### src/rtl/eggtimer_ctrl.sv
// Egg timer control FSM: start/pause/clear sequencing, counter load/enable, timed alarm.
// Optional EGGTIMER_BEEP_EN: alarm toggles on each tick instead of staying steadily on.
module eggtimer_ctrl #(
   parameter int ALARM_SECONDS = 5
) (
   input  logic       clk,
   input  logic       reset_n,
   input  logic       tick,
   input  logic       start_btn,
   input  logic       clear_btn,
   input  logic       time_zero,
   output logic       load,
   output logic       count_en,
   output logic       alarm,
   output logic       running,
   output logic [2:0] state
);

   typedef enum logic [2:0] {
      IDLE  = 3'd0,
      LOAD  = 3'd1,
      RUN   = 3'd2,
      PAUSE = 3'd3,
      ALARM = 3'd4,
      CLEAR = 3'd5
   } state_t;

   localparam logic [7:0] ALARM_MAX = 8'(ALARM_SECONDS);

   state_t     state_q, state_d;
   logic [7:0] alarm_cnt;
   logic       alarm_entry;

   assign alarm_entry = (state_q != ALARM) && (state_d == ALARM);

   // State, alarm tick counter and registered alarm drive all change on the same edge.
   always_ff @(posedge clk or negedge reset_n) begin
      if (!reset_n) begin
         state_q   <= IDLE;
         alarm_cnt <= 8'd0;
         alarm     <= 1'b0;
      end else begin
         state_q <= state_d;
         if (alarm_entry)
            alarm_cnt <= 8'd0;
         else if (state_q == ALARM && tick && alarm_cnt < ALARM_MAX)
            alarm_cnt <= alarm_cnt + 8'd1;
`ifdef EGGTIMER_BEEP_EN
         if (state_d != ALARM || alarm_entry)
            alarm <= 1'b0;
         else if (tick)
            alarm <= ~alarm;
`else
         alarm <= (state_d == ALARM);
`endif
      end
   end

   always_comb begin
      state_d = state_q;
      case (state_q)
         IDLE: begin
            if (clear_btn)      state_d = CLEAR;
            else if (start_btn) state_d = LOAD;
         end
         LOAD:  state_d = RUN;
         RUN: begin
            if (time_zero)      state_d = ALARM;
            else if (clear_btn) state_d = CLEAR;
            else if (start_btn) state_d = PAUSE;
         end
         PAUSE: begin
            if (clear_btn)      state_d = CLEAR;
            else if (start_btn) state_d = RUN;
         end
         ALARM: begin
            if (clear_btn || start_btn || alarm_cnt == ALARM_MAX) state_d = CLEAR;
         end
         CLEAR:   state_d = IDLE;
         default: state_d = IDLE;
      endcase
   end

   // Gating with time_zero keeps the counters from ever wrapping below zero.
   always_comb begin
      load     = (state_q == LOAD) || (state_q == CLEAR);
      running  = (state_q == RUN);
      count_en = (state_q == RUN) && tick && !time_zero;
      state    = state_q;
   end

endmodule

### config.mk
export PLATFORM = sky130hd
export DESIGN_NAME = eggtimer_ctrl
export DESIGN_NICKNAME = d
export VERILOG_FILES = /design/src/rtl/eggtimer_ctrl.sv
export SDC_FILE = /design/constraint.sdc
export NUM_CORES = 1
export LEC_CHECK = 0
export ABC_AREA = 1
export CAP_MARGIN = 20
export CORE_MARGIN = 3
export CORE_UTILIZATION = 40
export CTS_CLUSTER_DIAMETER = 80
export DETAILED_ROUTE_END_ITERATION = 10
export DONT_BUFFER_PORTS = 1
export SLEW_MARGIN = 10
export SYNTH_ARGS = -nofsm -noshare
export SYNTH_HDL_FRONTEND = slang
export SYNTH_SLANG_ARGS = --single-unit
### constraint.sdc
create_clock -name clk -period 1.4 [get_ports clk]
set_clock_uncertainty 0.15 [all_clocks]
set_input_delay 0.21 -clock clk [delete_from_list [all_inputs] [get_ports clk]]
set_output_delay 0.21 -clock clk [all_outputs]
set_load 0.01 [all_outputs]
==> reports/summary.md, run 1 <==
### Finish
- net count of the finished layout: 122
- synthesis-to-finish area growth: 40.1%
- multi-input combinational cell area: 388 µm²
- Final Non-Filler Cells: 128
- post-route standard cell area excluding fillers: 971 µm²
- highest-count cells in the layout ignoring fill and taps: sky130_fd_sc_hd__inv_1 (14), sky130_fd_sc_hd__nor2_1 (14), sky130_fd_sc_hd__buf_4 (14)
- total of fill cells in the finished design: 134
- post-layout util: 0.616
- Antenna Diode Count: 0
- sequential standard cell area: 302 µm²
- fraction of layout cells with a size suffix above 1: 0.402

### Timing
- share of the cycle needed by the critical path after routing: 1.03
- minimum clock period: 1.45 ns
- Final Hold Fails: 0
- final setup vio count: 5
- setup ws final: -0.0462 ns
- unrepaired setup endpoints after global routing: yes
- Max-slew headroom: 0.630
- worst slew pin tran: 0.554 ns
- highest attainable clock frequency: 691 MHz
- hold_ws: 0.000425 ns
- total negative slack for setup checks: -0.126 ns
- final-report max-slew violation count: 0

### Yosys
- share of the yosys chip area belonging to registers: 0.433
- Gate Count Post-Synth: 90
- count of synthesis-stage warnings from yosys: 0
- library cells used by synthesis: 17
- Synthesized Nets: 99
- Seq cells post-synth: 12
- Mean Syn Cell Area: 7.70 µm²
- Syn Std Cell Area: 693 µm²

### Global routing
- Total GRT Usage: 0.158
- global-route wire length before repair: 2.42 mm
- largest net degree at the start of global routing: 13
- total gr overflow: 0
- number of global-route vias before repair: 595
- number of antenna violations at the first check in global routing: 0

### Pwr
- maximum VDD drop: 0.00107 V
- power per unit of standard cell area: 2120 nW/µm²
- Design Power: 2.06 mW
- Leak: 0.487 nW

### Setup path
- kind of capture point of the worst setup path: register
- startpoint kind of the worst setup timing path: register
- worst setup path category: reg2reg
- standard cell with the maximum stage delay on the critical path: sky130_fd_sc_hd__dfrtp_2
- most used cell, CP: sky130_fd_sc_hd__buf_4
- CP required: 1.46 ns
- delay of the slowest cell on the worst path: 0.45 ns
- crit-path cells: buf_4 -> buf_4 -> nor3_1 -> nor3_2 -> nor2_1
- crit-path max FO: 4
- Arr. time, crit path: 1.51 ns
- Register-to-Register Setup Slack: -0.05 ns

### Worst hold path
- type of the worst min-delay path: in2reg

### Floorplanning
- cell row count: 14
- width of the die: 47.6 µm
- num ports: 13
- die outline area: 2270 µm²
- area of the core: 1580 µm²
- Initial Util: 0.440
- Die Y: 47.6 µm

### Placement
- IO Port Bufs: 0
- DP Worst Slack: 0.0244 ns
- detailed placer's ending HPWL: 1.07 mm
- instance count after placement with tap cells included: 113
- dpl cell area: 766 µm²
- last weighted congestion value of the routability-driven placer: 0.879

### Clock network
- Clock Sinks: 12
- number of buffers between clock root and the deepest sink: 2
- Clk Latency, worst-skew pair: 0.27 ns
- CTS HTree Levels: 1
- clock slew at the register clock pins of the worst setup and hold paths: 0.08 ns
- CTS tree: yes
- Inserted Clock Buffers: 3
- CTS Root Cell: sky130_fd_sc_hd__clkbuf_4

### Detailed routing
- via count: 641
- average wire length per cell after detail routing: 13.1 µm
- number of search-and-repair iterations in the first detailed-routing pass: 4
- total wirelength of the detailed-routed design: 1.67 mm
- DRC errors left: 0
- ratio of routed vias to standard cells: 5.01
- number of DRC markers in iteration 0: 11
- post-detailed-route count of antenna-violating nets: 0

### Run status
- run status: finished, violations left
- violations in the final reports: negative setup slack

### Job
- Max-Cap Viols: 0

[routing by layer]
layer | track usage | part of all wire
met1 | 0.181 | 0.43
met2 | 0.262 | 0.48
met3 | 0.0376 | 0.053
met4 | 0.0968 | 0.035
met5 | 0 | 0
[cell usage after synthesis]
cell | instances | area share
sky130_fd_sc_hd__a21oi_1 | 1 | 0.0072
sky130_fd_sc_hd__dfrtp_1 | 12 | 0.43
sky130_fd_sc_hd__ha_1 | 3 | 0.054
sky130_fd_sc_hd__inv_1 | 17 | 0.092
sky130_fd_sc_hd__inv_2 | 3 | 0.016
sky130_fd_sc_hd__nand2_1 | 14 | 0.076
sky130_fd_sc_hd__nand3_1 | 7 | 0.051
sky130_fd_sc_hd__nand3_2 | 3 | 0.043
sky130_fd_sc_hd__nand4_1 | 3 | 0.027
sky130_fd_sc_hd__nor2_1 | 16 | 0.087
sky130_fd_sc_hd__nor2_2 | 3 | 0.027
sky130_fd_sc_hd__nor2_4 | 1 | 0.016
sky130_fd_sc_hd__nor3_1 | 2 | 0.014
sky130_fd_sc_hd__nor3_2 | 1 | 0.014
sky130_fd_sc_hd__o211ai_1 | 2 | 0.022
sky130_fd_sc_hd__o21ai_0 | 1 | 0.0072
sky130_fd_sc_hd__o21ai_2 | 1 | 0.013
[worst paths after layout]
kind	startpoint	to	cells after the start
worst max-delay path	state[2]	alarm	5
worst min-delay path	clear_btn	state[0]	2
worst max register to register	state[2]	alarm	5
worst min register to register	alarm_cnt[7]	alarm_cnt[7]	2
max in group asynchronous	reset_n	state[2]	1
min in group asynchronous	reset_n	alarm_cnt[0]	1
[timing repair]
item	CTS	global route
endpoints found under the hold margin	13	0
setup buffers	3	6
pin swaps	2	7
gates resized for setup	9	13
cloned	0	0
hold buffers	2	0
setup endpoints to repair	3	9
[critical path, delay by kind of cell, from the launching register on]
family	cells	cell delay, ns
buffers and inverters	2	0.29
AND/OR/NAND/NOR	3	0.50
flip-flops	1	0.45
[cells by family (layout without fill, tap and decap cells)]
logic type,Yosys count,count (layout),share of synthesized area
AOI/OAI and AO/OA,5,5,0.0487
buffers and inverters,20,42,0.108
adders and majority gates,3,3,0.0542
and+or+nand+nor,50,50,0.356
DFF,12,12,0.433
[power breakdown]
| group | switching (mW) | leakage, nW | internal, mW |
|---|---|---|---|
| registers | 0.114 | 0.156 | 0.495 |
| clock network | 0.127 | 0.0210 | 0.158 |
| logic | 0.637 | 0.310 | 0.524 |
[sequential cells by signal (all words and copies together) (netlist names)]
signal	count
alarm	1
alarm_cnt	8
state	3
[layout make-up]
| cell class | instances | area share |
|---|---|---|
| Multi-Input combinational cell | 58 | 0.399 |
| Sequential cell | 12 | 0.311 |
| Timing Repair Buffer | 18 | 0.152 |
| Inverter | 20 | 0.0799 |
| Clock buffer | 4 | 0.0374 |
| Tap cell | 16 | 0.0206 |
Power figures use the tool's default switching activity.
==> run 2, diff against run 1 <==
==> constraint.sdc (replaced) <==
create_clock -name clk -period 1.55 [get_ports clk]
set_clock_uncertainty 0.15 [all_clocks]
set_input_delay 0.2325 -clock clk [delete_from_list [all_inputs] [get_ports clk]]
set_output_delay 0.2325 -clock clk [all_outputs]
set_load 0.02 [all_outputs]
==> run 2 against run 1 <==
Wire length is 12% lower. Cell area decreased by 6.3%. Final cell count fell by 1.6%. Global-route usage increased by 0.87 points. Sequential share of layout area grew 2.1 points. Clock-buffer cell count unchanged. Non-clock buffer count fell by 2. The flow still finishes with violations (negative setup slack). Worst hold slack improved by 0.030 ns. Register-to-register slack better by 0.16 ns. Highest routed layer unchanged.
==> reports/summary.md, run 2 (synthesized netlist as in run 1, its figures left out) <==
### Run status
- run status: finished, violations left
- violations in the final reports: negative setup slack

### Setup path
- worst setup path category: reg2out
- startpoint kind of the worst setup timing path: register
- crit-path cells: nor2_4 -> nand3_2 -> nor2_1 -> buf_4
- standard cell with the maximum stage delay on the critical path: sky130_fd_sc_hd__dfrtp_2
- kind of capture point of the worst setup path: output port
- CP required: 1.17 ns, -0.29 ns
- category of cells accounting for the largest share of critical-path delay: flip-flops
- delay of the slowest cell on the worst path: 0.44 ns, about the same
- buffer and inverter count on the worst path: 1, -1
- crit-path max FO: 3, -1
- Arr. time, crit path: 1.17 ns, -0.34 ns

### Detailed routing
- total wirelength of the detailed-routed design: 1.47 mm, -12%
- ratio of routed vias to standard cells: 4.92, -1.7%
- average wire length per cell after detail routing: 11.7 µm, -11%
- post-detailed-route count of antenna-violating nets: 0, unchanged
- DRC errors left: 0, unchanged
- via count: 620, -3.3%
- number of DRC markers in iteration 0: 4, -7
- number of search-and-repair iterations in the first detailed-routing pass: 4, unchanged

### Pwr
- Leak: 0.475 nW, -2.7%
- power per unit of standard cell area: 1930 nW/µm², -8.9%
- maximum VDD drop: 0.00125 V, +17%
- Design Power: 1.75 mW, -15%

### Timing
- setup ws final: -0.00678 ns, +0.0394 ns
- share of the cycle needed by the critical path after routing: 1.00
- highest attainable clock frequency: 642 MHz
- Max-slew headroom: 0.625, -0.00421
- unrepaired setup endpoints after global routing: yes
- final setup vio count: 1, -4
- Final Hold Fails: 0, unchanged
- minimum clock period: 1.56 ns
- final-report max-slew violation count: 0, unchanged
- worst slew pin tran: 0.560 ns, +0.00630 ns

### Clock network
- CTS Root Cell: sky130_fd_sc_hd__clkbuf_4
- Inserted Clock Buffers: 3, unchanged
- CTS tree: yes
- CTS HTree Levels: 1, unchanged
- Clk Latency, worst-skew pair: 0.27 ns, about the same
- Clock Sinks: 12, unchanged
- clock slew at the register clock pins of the worst setup and hold paths: 0.08 ns, about the same
- number of buffers between clock root and the deepest sink: 2, unchanged

### Floorplanning
- die outline area: 2270 µm², unchanged
- width of the die: 47.6 µm, unchanged
- area of the core: 1580 µm², unchanged
- cell row count: 14, unchanged
- num ports: 13, unchanged
- Die Y: 47.6 µm, unchanged
- Initial Util: 0.440, unchanged

### Finish
- highest-count cells in the layout ignoring fill and taps: sky130_fd_sc_hd__inv_1 (15), sky130_fd_sc_hd__nor2_1 (15), sky130_fd_sc_hd__nand2_1 (14)
- post-route standard cell area excluding fillers: 910 µm², -6.3%
- Antenna Diode Count: 0, unchanged
- synthesis-to-finish area growth: 31.2%
- total of fill cells in the finished design: 154, +15%
- number of flip-flops under the largest register name: 8, unchanged
- net count of the finished layout: 120, -1.6%
- fraction of layout cells with a size suffix above 1: 0.318, -0.0836
- Biggest register: alarm_cnt

### Placement
- dpl cell area: 751 µm², -2.0%
- IO Port Bufs: 0, unchanged
- last weighted congestion value of the routability-driven placer: 0.897, +2.0%
- detailed placer's ending HPWL: 1.00 mm, -6.4%

### Worst hold path
- type of the worst min-delay path: in2reg

### Global routing
- Total GRT Usage: 0.166, +0.00867
- number of antenna violations at the first check in global routing: 0, unchanged
- global-route wire length before repair: 2.54 mm, +4.9%
- largest net degree at the start of global routing: 13, unchanged
- total gr overflow: 0, unchanged
- number of global-route vias before repair: 598, +0.50%

### Job
- Max-Cap Viols: 0, unchanged

## run 2: routing by layer
metal,part of all wire,wire (µm),GRT usage,vias to the layer above
met3,0.058,85,0.0414,4
met2,0.46,676,0.275,17
met4,0.025,37,0.0968,0
met5,0,0,0,-
li1,-,-,-,320
met1,0.46,671,0.194,279
## run 2: repair_timing
| action | CTS | global route |
|---|---|---|
| gates resized for setup | 8 | 3 |
| buffers inserted | 5 | 4 |
| hold buffers | 2 | 0 |
| setup endpoints to repair | 1 | 6 |
| hold endpoints to repair | 13 | 0 |
| pin swaps | 2 | 2 |
## run 2: worst register-to-register path: stages, from the launching register on
cell and delay [ns]:
sky130_fd_sc_hd__dfrtp_1 0.40, sky130_fd_sc_hd__inv_1 0.11, sky130_fd_sc_hd__ha_1 0.19, sky130_fd_sc_hd__o21ai_2 0.07
sky130_fd_sc_hd__nor2_2 0.14, sky130_fd_sc_hd__nand2_1 0.12, sky130_fd_sc_hd__nand3_1 0.08, sky130_fd_sc_hd__nand2_1 0.06
## run 2: final cells by class
class | count | area, µm² | share of cell area
tap | 16 | 20.0 | 0.0220
clock buffer | 4 | 36.3 | 0.0399
timing repair buffer | 16 | 129 | 0.142
inverter | 20 | 80.1 | 0.0880
multi-input combinational | 58 | 343 | 0.377
sequential | 12 | 302 | 0.331
## run 2: worst paths after layout
check | start | endpoint | slack (ns) | cells after the start
setup / recovery | state[2] | count_en | -0.007 | 4
hold / removal | clear_btn | state[0] | 0.03 | 2
setup reg to reg | alarm_cnt[1] | alarm_cnt[0] | 0.11 | 7
hold reg to reg | alarm_cnt[7] | alarm_cnt[7] | 0.35 | 2
max in group asynchronous | reset_n | state[2] | 0.61 | 1
min in group asynchronous | reset_n | alarm_cnt[7] | 0.24 | 1
## run 2: power by group
group	switching (mW)	internal [mW]	total [mW]
combinational	0.566	0.395	0.961
clock	0.108	0.143	0.250
sequential	0.0948	0.447	0.542
## run 2: metrics by stage
| step | hold slack [ns] | cells | setup slack (ns) | TNS [ns] | utilization |
|---|---|---|---|---|---|
| floorplan | -0.213 | 90 | 0.0477 | 0 | - |
| global placement | -0.213 | 111 | 0.170 | 0 | 0.476 |
| detailed placement | -0.213 | 111 | 0.119 | 0 | 0.476 |
| CTS | 0.0229 | 122 | -0.00368 | -0.00368 | 0.551 |
| global route | 0.0399 | 126 | -0.0723 | -0.0813 | 0.577 |
| finish | 0.0302 | 126 | -0.00678 | -0.00678 | 0.577 |
==> patch: new RTL, settings of run 2 <==
Make the reset (`reset_n`) synchronous in one clocked block.
--- a/src/rtl/eggtimer_ctrl.sv
+++ b/src/rtl/eggtimer_ctrl.sv
@@ -36,3 +36,3 @@
    // State, alarm tick counter and registered alarm drive all change on the same edge.
-   always_ff @(posedge clk or negedge reset_n) begin
+   always_ff @(posedge clk) begin
       if (!reset_n) begin
Formal check against the unedited RTL: differs if reset_n is asserted again (counterexample within 4 cycles, from zero or initial values and one cycle with reset_n low); with reset_n held inactive, the same outputs for 10 cycles.
==> patch against run 2 <==
Synthesized cell count increased by 4.4%; routed wire length shrank 12%; worst setup slack better by 57 ps; sequential cell count unchanged; design area decreased by 18%; area after synthesis down 6.9%; fmax up 3.8%.
Power is not compared: it rests on default switching activity, and its combinational part moved more than twofold at a synthesized area within 25%.
==> patch: results (changes against run 2) <==
run_status:
  outcome: "finished, final reports clean"
timing:
  drv_slew: 0  # unchanged
  tightestPinTransition_ps: 224  # -336 ps
route:
  drt-initial-drc-count: 29  # +25
  dr.pass1.iters: 4  # unchanged
  post_drt_wl_per_cell_um: 11.0  # -5.8%
  num_vias: 579  # -6.6%
synth:
  synthTopCellsByArea: "dfxtp_1 (37%), nand2_1 (11%), inv_1 (9.9%)"
  ys_seq_area_share_pct: 37.2  # -6.1 points
  syn_nets: 103  # +4.0%
  yosys_most_used_dff: "dfxtp_1"
  async_flop_share_pct: 0  # -100 points
  ys_types: 20  # +3
  yosys-top-cells-count: "nand2_1 (19), inv_1 (17), dfxtp_1 (12), nor2_1 (12), nand3_1 (6)"
  avgSynthCellArea_um2: 6.87  # -11%
  synth_warnings: 0  # unchanged
cts:
  clkTransAtPathRegs_ps: 80  # about the same
  cts_buffer_depth: 2  # unchanged
  clock_latency_ps: 280
  cts_setup_buffers: 0  # -5
  cts_root_buf: "clkbuf_4"
  cts_buffers: 3  # unchanged
  htree_levels: 1  # unchanged
final_layout:
  fillCellCount: 146  # -5.2%
  nNetsFinal: 113  # -5.8%
  top_register: "alarm_cnt"
  largest_reg_flops: 8  # unchanged
  layoutNonFillerInstCount: 118  # -6.3%
  diodes: 0  # unchanged
  drive_gt1_share_pct: 22.3  # -9.5 points
place:
  gp_congestion: 0.795  # -11%
  port_buffers: 0  # unchanged
  place_area_um2: 701  # -6.7%
  place_inst: 113  # +1.8%
  hpwlAfterDp_mm: 1.02  # +1.8%
  place_ws_ps: 183  # +63.8 ps
global_routing:
  grt_use_total_pct: 15.6  # -1.0 points
  grt_max_degree: 9  # -4
  grt_first_pass_wirelength_mm: 2.30  # -9.3%
  grt_antenna_before_repair: 0  # unchanged
power:
  p_leak_nw: 0.335
  peakVddDrop_v: 0.000627
setup_path:
  critPathMaxStageDelay_ps: 390  # -50 ps
  r2r.worst_path.cells: 7  # unchanged
  cpMaxStageDelayCell: "dfxtp_2"
  crit_arrival_ps: 1120  # -50 ps
  path_max_fanout: 6  # +3
  cpLargestDelayFamily: "flip-flops"
worst_hold_path:
  hp-class: "input pin to flip-flop"
  whs_path_depth: 2  # unchanged
==> patch: cell count changes after synthesis, sizes merged, moves of 2 or more <==
cell,change
dfrtp,-12
dfxtp,+12
nand2,+9
a21oi,+5
nor2,-4
nand3,-3
nand4,-3
nor3,-2
==> patch: cells by family (layout without fill, tap and decap cells) <==
family | Yosys count | after routing | synth area share [%]
simple gates | 49 | 49 | 35.5
buf+inv | 19 | 28 | 11.0
xor+xnor | 1 | 1 | 1.36
fa+ha+maj | 3 | 3 | 5.81
flops | 12 | 12 | 37.2
compound gates | 10 | 10 | 9.11
==> patch: final timing paths <==
| path | startpoint | end | slack, ps |
|---|---|---|---|
| max | state[0] | count_en | 50 |
| min | reset_n | alarm_cnt[3] | 20 |
| max reg2reg | alarm_cnt[0] | alarm_cnt[2] | 170 |
| min reg2reg | alarm_cnt[4] | alarm_cnt[4] | 280 |
==> patch: cell type report <==
class | count | area, um^2 | share of cell area [%]
Timing Repair Buffer | 5 | 40.0 | 5.34
Sequential cell | 12 | 243 | 32.4
Tap cell | 15 | 18.8 | 2.50
Inverter | 19 | 71.3 | 9.52
Multi-Input combinational cell | 63 | 340 | 45.4
Clock buffer | 4 | 36.3 | 4.84
==> patch: repair_timing <==
item	4_1_cts	5_1_grt
pin swaps	0	0
gates resized for setup	1	1
cloned	0	0
endpoints found under the hold margin	4	0
hold buffers	1	0
endpoints found under the setup margin	2	2
==> patch: report_power, final <==
group | internal [mW] | switching (mW)
Combinational | 0.0372 | 0.0697
Clock | 0.143 | 0.110
Sequential | 0.322 | 0.0224
==> patch: layer usage <==
layer | global-route usage, % | wire [um] | vias up
met2 | 23.1 | 579 | 9
met3 | 5.86 | 49 | 4
li1 | - | - | 308
met4 | 8.52 | 22 | 0
met5 | 0 | 0 | -
met1 | 19.2 | 645 | 258
